**src/rtl/ascii_uart_pkg.sv**
```systemverilog
// Shared definitions for the ASCII UART transmitter.
//   state_e            : transmitter FSM state encoding
//   AsciiQmark         : character sent in place of a byte flagged as an error
//   DefaultClksPerBit  : default clk cycles per serial bit
package ascii_uart_pkg;

  typedef enum logic [1:0] {
    StIdle  = 2'd0,
    StStart = 2'd1,
    StData  = 2'd2,
    StStop  = 2'd3
  } state_e;

  localparam logic [7:0] AsciiQmark = 8'h3F;

  localparam int unsigned DefaultClksPerBit = 16;

endpackage

```
**src/rtl/ascii_uart_tx_sync_fifo.sv**
```systemverilog
// Synchronous FIFO with show-ahead output.
//   clk   : rising-edge clock
//   rst   : synchronous active-high reset, empties the FIFO
//   push  : write din (ignored when full)
//   pop   : drop the head entry (ignored when empty)
//   din   : write data
//   dout  : head entry, valid whenever empty is low
//   full  : no free entry
//   empty : no stored entry
module sync_fifo #(
  parameter int unsigned WIDTH = 8,
  parameter int unsigned DEPTH = 4
) (
  input  logic             clk,
  input  logic             rst,
  input  logic             push,
  input  logic             pop,
  input  logic [WIDTH-1:0] din,
  output logic [WIDTH-1:0] dout,
  output logic             full,
  output logic             empty
);

  localparam int unsigned AW = $clog2(DEPTH);

  // One extra pointer bit distinguishes full from empty when the indices match.
  logic [AW:0]      wptr_q, rptr_q;
  logic [WIDTH-1:0] mem_q [DEPTH];
  logic             do_push, do_pop;

  assign empty   = (wptr_q == rptr_q);
  assign full    = (wptr_q[AW] != rptr_q[AW]) && (wptr_q[AW-1:0] == rptr_q[AW-1:0]);
  assign do_push = push && !full;
  assign do_pop  = pop && !empty;
  assign dout    = mem_q[rptr_q[AW-1:0]];

  always_ff @(posedge clk) begin
    if (rst) begin
      wptr_q <= '0;
      rptr_q <= '0;
    end else begin
      if (do_push) wptr_q <= wptr_q + (AW+1)'(1);
      if (do_pop)  rptr_q <= rptr_q + (AW+1)'(1);
    end
  end

  always_ff @(posedge clk) begin
    if (do_push) mem_q[wptr_q[AW-1:0]] <= din;
  end

endmodule

```
**src/rtl/ascii_uart_tx.sv**
```systemverilog
// UART 8N1 transmitter for the BCD-to-ASCII converter output.
//   clk      : rising-edge clock
//   rst      : synchronous active-high reset, aborts any frame in progress
//   in_valid : in_data/in_err hold a character
//   in_ready : character buffer can accept this cycle
//   in_data  : ASCII character
//   in_err   : when set, '?' is queued instead of in_data
//   tx       : registered serial line, idles high
//   busy     : a frame is in progress or characters are queued
module ascii_uart_tx
  import ascii_uart_pkg::*;
#(
  parameter int unsigned M            = 8,
  parameter int unsigned CLKS_PER_BIT = DefaultClksPerBit,
  parameter int unsigned FIFO_DEPTH   = 4
) (
  input  logic         clk,
  input  logic         rst,
  input  logic         in_valid,
  output logic         in_ready,
  input  logic [M-1:0] in_data,
  input  logic         in_err,
  output logic         tx,
  output logic         busy
);

  localparam int unsigned BaudW = (CLKS_PER_BIT > 1) ? $clog2(CLKS_PER_BIT) : 1;
  localparam int unsigned BitW  = (M > 1) ? $clog2(M) : 1;
  localparam logic [BaudW-1:0] BaudLast = BaudW'(CLKS_PER_BIT - 1);
  localparam logic [BitW-1:0]  BitLast  = BitW'(M - 1);

  state_e            state_q, state_d;
  logic [BaudW-1:0]  baud_q, baud_d;
  logic [BitW-1:0]   bit_q, bit_d;
  logic [M-1:0]      shift_q, shift_d;
  logic              tx_q, tx_d;

  logic              fifo_full, fifo_empty, fifo_pop, fifo_push;
  logic [M-1:0]      fifo_din, fifo_dout;
  logic              baud_wrap;

  assign in_ready  = !fifo_full;
  assign fifo_push = in_valid && !fifo_full;
  assign fifo_din  = in_err ? M'(AsciiQmark) : in_data;
  assign baud_wrap = (baud_q == BaudLast);
  assign tx        = tx_q;
  assign busy      = (state_q != StIdle) || !fifo_empty;

  sync_fifo #(
    .WIDTH (M),
    .DEPTH (FIFO_DEPTH)
  ) u_fifo (
    .clk   (clk),
    .rst   (rst),
    .push  (fifo_push),
    .pop   (fifo_pop),
    .din   (fifo_din),
    .dout  (fifo_dout),
    .full  (fifo_full),
    .empty (fifo_empty)
  );

  // tx_d is derived alongside state_d so the registered line changes on the same
  // edge as the state it belongs to.
  always_comb begin
    state_d  = state_q;
    baud_d   = baud_q;
    bit_d    = bit_q;
    shift_d  = shift_q;
    tx_d     = tx_q;
    fifo_pop = 1'b0;
    unique case (state_q)
      StIdle: begin
        tx_d = 1'b1;
        if (!fifo_empty) begin
          fifo_pop = 1'b1;
          shift_d  = fifo_dout;
          baud_d   = '0;
          state_d  = StStart;
          tx_d     = 1'b0;
        end
      end
      StStart: begin
        if (baud_wrap) begin
          baud_d  = '0;
          bit_d   = '0;
          state_d = StData;
          tx_d    = shift_q[0];
        end else begin
          baud_d = baud_q + BaudW'(1);
        end
      end
      StData: begin
        if (baud_wrap) begin
          baud_d = '0;
          if (bit_q == BitLast) begin
            state_d = StStop;
            tx_d    = 1'b1;
          end else begin
            bit_d   = bit_q + BitW'(1);
            shift_d = shift_q >> 1;
            tx_d    = shift_q[1];
          end
        end else begin
          baud_d = baud_q + BaudW'(1);
        end
      end
      StStop: begin
        if (baud_wrap) begin
          baud_d = '0;
          if (!fifo_empty) begin
            // Back-to-back frame: no idle cycle after the stop bit.
            fifo_pop = 1'b1;
            shift_d  = fifo_dout;
            state_d  = StStart;
            tx_d     = 1'b0;
          end else begin
            state_d = StIdle;
            tx_d    = 1'b1;
          end
        end else begin
          baud_d = baud_q + BaudW'(1);
        end
      end
      default: begin
        state_d = StIdle;
        tx_d    = 1'b1;
      end
    endcase
  end

  always_ff @(posedge clk) begin
    if (rst) begin
      state_q <= StIdle;
      baud_q  <= '0;
      bit_q   <= '0;
      shift_q <= '0;
      tx_q    <= 1'b1;
    end else begin
      state_q <= state_d;
      baud_q  <= baud_d;
      bit_q   <= bit_d;
      shift_q <= shift_d;
      tx_q    <= tx_d;
    end
  end

endmodule

```
**config.mk**
```make
export PLATFORM = sky130hd
export DESIGN_NAME = ascii_uart_tx
export DESIGN_NICKNAME = d
export VERILOG_FILES = /design/src/rtl/ascii_uart_pkg.sv /design/src/rtl/ascii_uart_tx_sync_fifo.sv /design/src/rtl/ascii_uart_tx.sv
export SDC_FILE = /design/constraint.sdc
export NUM_CORES = 1
export LEC_CHECK = 0
export CAP_MARGIN = 25
export CORE_MARGIN = 1.5
export CORE_UTILIZATION = 43
export DETAILED_ROUTE_END_ITERATION = 7
export PLACE_DENSITY = 0.67
export SLEW_MARGIN = 10
export SYNTH_ARGS = -nofsm -noshare
export SYNTH_HDL_FRONTEND = slang
export SYNTH_HIERARCHICAL = 1
export SYNTH_SLANG_ARGS = --single-unit
```
**constraint.sdc**
```tcl
create_clock -name clk -period 4.5 [get_ports clk]
set_input_delay 1.35 -clock clk [delete_from_list [all_inputs] [get_ports clk]]
set_output_delay 1.35 -clock clk [all_outputs]
set_load 0.01 [all_outputs]
```
==> out/metrics.cfg <==
[layout]
final_area_um2=3270
syn_to_final_growth_pct=13.5
fin_nets=283
final_core_util=0.509
antennaDiodeCount=0
fillers=545
stdcell_count=339
drive_above_1_share=0.168

[detailed_routing]
drc_errors=0
drt_iter0_markers=79
avgViaCountPerCell=5.38
dr_total_vias=1824
ant_nets=0
drt_pass1_iterations=4
totalWireLength_um=4940
wl_per_cell_um=14.6

[die]
die_area_um2=7200
rows=29
core_um2=6420
fp.dieH_um=84.8
die_x_um=84.8
initial_core_util=0.448
ios=15

[sta]
skew_ns=0.00669
worst_slew_pin_slew_ns=0.745
report.final.setup_viol=0
rsz0062_at_grt=false
hold_viol_final=0
setup_tns_ns=0
min_period_over_period=0.901
slew_violations=0
min_period_ns=4.05
slew-limit-headroom=0.499
fmax_mhz=247

[clock_tree]
htreeDepth=3
clock_path_buffers=2
cts_sinks=58
clk_latency_ns=0.34
post-cts-setup-buffer-count=0
clk_pin_slew_worst_paths_ns=0.07
root_buffer=clkbuf_8
cts_tree=built
cts_buffers=9
ctsHoldBuffers=0
ctsResizeCount=0

[yosys]
synthDistinctLibCells=46
synth-edff-count=32
synthesis.area_um2=2880
yosysSeqAreaShare=0.515
synth_warnings=6
ys.flop_type=edfxtp_1
async_flop_share=0
synth_seq_cells=58
syn_nets=265
syn_avg_cell_area_um2=12.0
netlist_instances=239

[status]
status=complete, no violations

[place]
place_congestion=0.809
dp.final_hpwl_um=3380
placement.io_buffers=14
placed_area_um2=3070
dpl.cell_count=323

[power_and_ir_drop]
total_power_uw=1810
p_leak_uw=0.00115
p_per_area_nw_per_um2=554
peakVddDrop_uv=251

[global_routing]
grt.overflow.total=0
antenna_found_initial=0
grt_pass1_wl_um=8560
grt_pass1_vias=1748
grt_start_max_net_pins=27
grt_use_total=0.157

[critical_path]
cp_data_arrival_time_ns=2.70
cp-end-kind=output pin
path_class=flip-flop to output pin
worst_ep_required_time_ns=3.15
cp-start-kind=flip-flop
cp_max_fo=8

[job]
max_cap_viol_count=0

[hold_path]
hold_path_class=flip-flop to flip-flop

==> power by group <==
group          internal [uW]  switching, uW
clock network            258            227
registers                663           72.1
logic                    277            314
total                   1200            613
==> cell families after synthesis <==
group           Yosys count  share of synthesized area
compound gates           33                     0.0848
xor+xnor                  6                     0.0183
fa+ha+maj                14                     0.0608
buf+inv                  19                     0.0356
flops                    58                      0.515
mux                      29                      0.139
simple gates             80                      0.147
==> Yosys cell counts (all sizes together), types with 2 or more instances <==
cell / instances / area, um^2
mux2: 7 / 78.8
nand4: 2 / 12.5
nor3b: 4 / 30.0
a211o: 2 / 18.8
nor2b: 6 / 37.5
nand3: 8 / 40.0
a41oi: 2 / 17.5
nor2: 6 / 22.5
inv: 9 / 33.8
a21oi: 6 / 30.0
mux2i: 14 / 140
nand2: 29 / 109
nand3b: 3 / 22.5
xnor2: 3 / 26.3
clkbuf: 3 / 25.0
xor2: 3 / 26.3
mux4: 8 / 180
ha: 14 / 175
buf: 6 / 40.0
or2: 6 / 37.5
o21ai: 7 / 35.0
o211ai: 6 / 58.8
a31oi: 6 / 37.5
or3: 4 / 30.0
and2: 4 / 25.0
and3: 2 / 12.5
dfxtp: 26 / 521
edfxtp: 32 / 961
==> placed cells by master, fill, tap and decap left out, types with 2 or more instances in the layout <==
cell / n
a21oi_1: 6
a31oi_1: 6
a41oi_1: 2
and2_1: 4
and3_1: 2
buf_4: 2
clkbuf_8: 9
clkdlybuf4s50_1: 14
clkinvlp_4: 4
dfxtp_1: 26
edfxtp_1: 32
ha_1: 14
inv_1: 9
mux2_2: 7
mux2i_1: 14
mux4_2: 8
nand2_1: 29
nand3_1: 8
nand3b_1: 3
nand4_1: 2
nor2_1: 6
nor2b_1: 6
nor3b_1: 4
o211ai_1: 5
o21ai_0: 7
or2_2: 6
or3_1: 3
xnor2_1: 3
xor2_1: 3
==> final cells by class <==
cell class	count	area, um^2	share of cell area
Tap cell	77	96.3	0.0295
Timing Repair Buffer	16	155	0.0475
Inverter	10	37.5	0.0115
Multi-Input combinational cell	162	1290	0.396
Sequential cell	58	1480	0.453
Clock buffer	9	124	0.0379
Clock inverter	7	77.6	0.0237
==> path summary, 6_finish.rpt <==
| check | from | to | slack (ns) | cells past startpoint |
|---|---|---|---|---|
| worst max-delay path | u_fifo/wptr_q[0] | busy | 0.45 | 6 |
| worst min-delay path | shift_q[6] | shift_q[6] | 0.46 | 2 |
| worst max register to register | u_fifo/wptr_q[1] | u_fifo/mem_q[1][1] | 2.02 | 7 |
| worst min register to register | shift_q[6] | shift_q[6] | 0.46 | 2 |
==> layer usage <==
layer	GRT usage	vias up	part of all wire
met1	0.203	880	0.48
met4	0.0581	0	0.012
li1	-	914	-
met3	0.0584	6	0.032
met2	0.241	24	0.48
met5	0	-	0
==> registers in the layout, summed over array words and instances (netlist names), named ones only <==
register       flops
bit_q              3
tx                 1
u_fifo/wptr_q      3
u_fifo/mem_q      32
baud_q             4
u_fifo/rptr_q      3
state_q            2
shift_q            8
==> worst max-delay path, cell delays in order (launching register included) <==
cell,delay [ns]
dfxtp_1,0.39
xnor2_1,0.52
nand2_1,0.25
nor2_1,0.37
and2_1,0.32
inv_1,0.06
clkdlybuf4s50_1,0.47
==> per-stage QoR <==
step	setup WS, ns	hold WS (ns)
floorplan	1.58	0.435
CTS	0.463	0.466
global placement	0.903	0.445
finish	0.447	0.462
detailed placement	0.845	0.454
global route	0.234	0.486
Note: power is estimated with default switching activity, not from simulation.
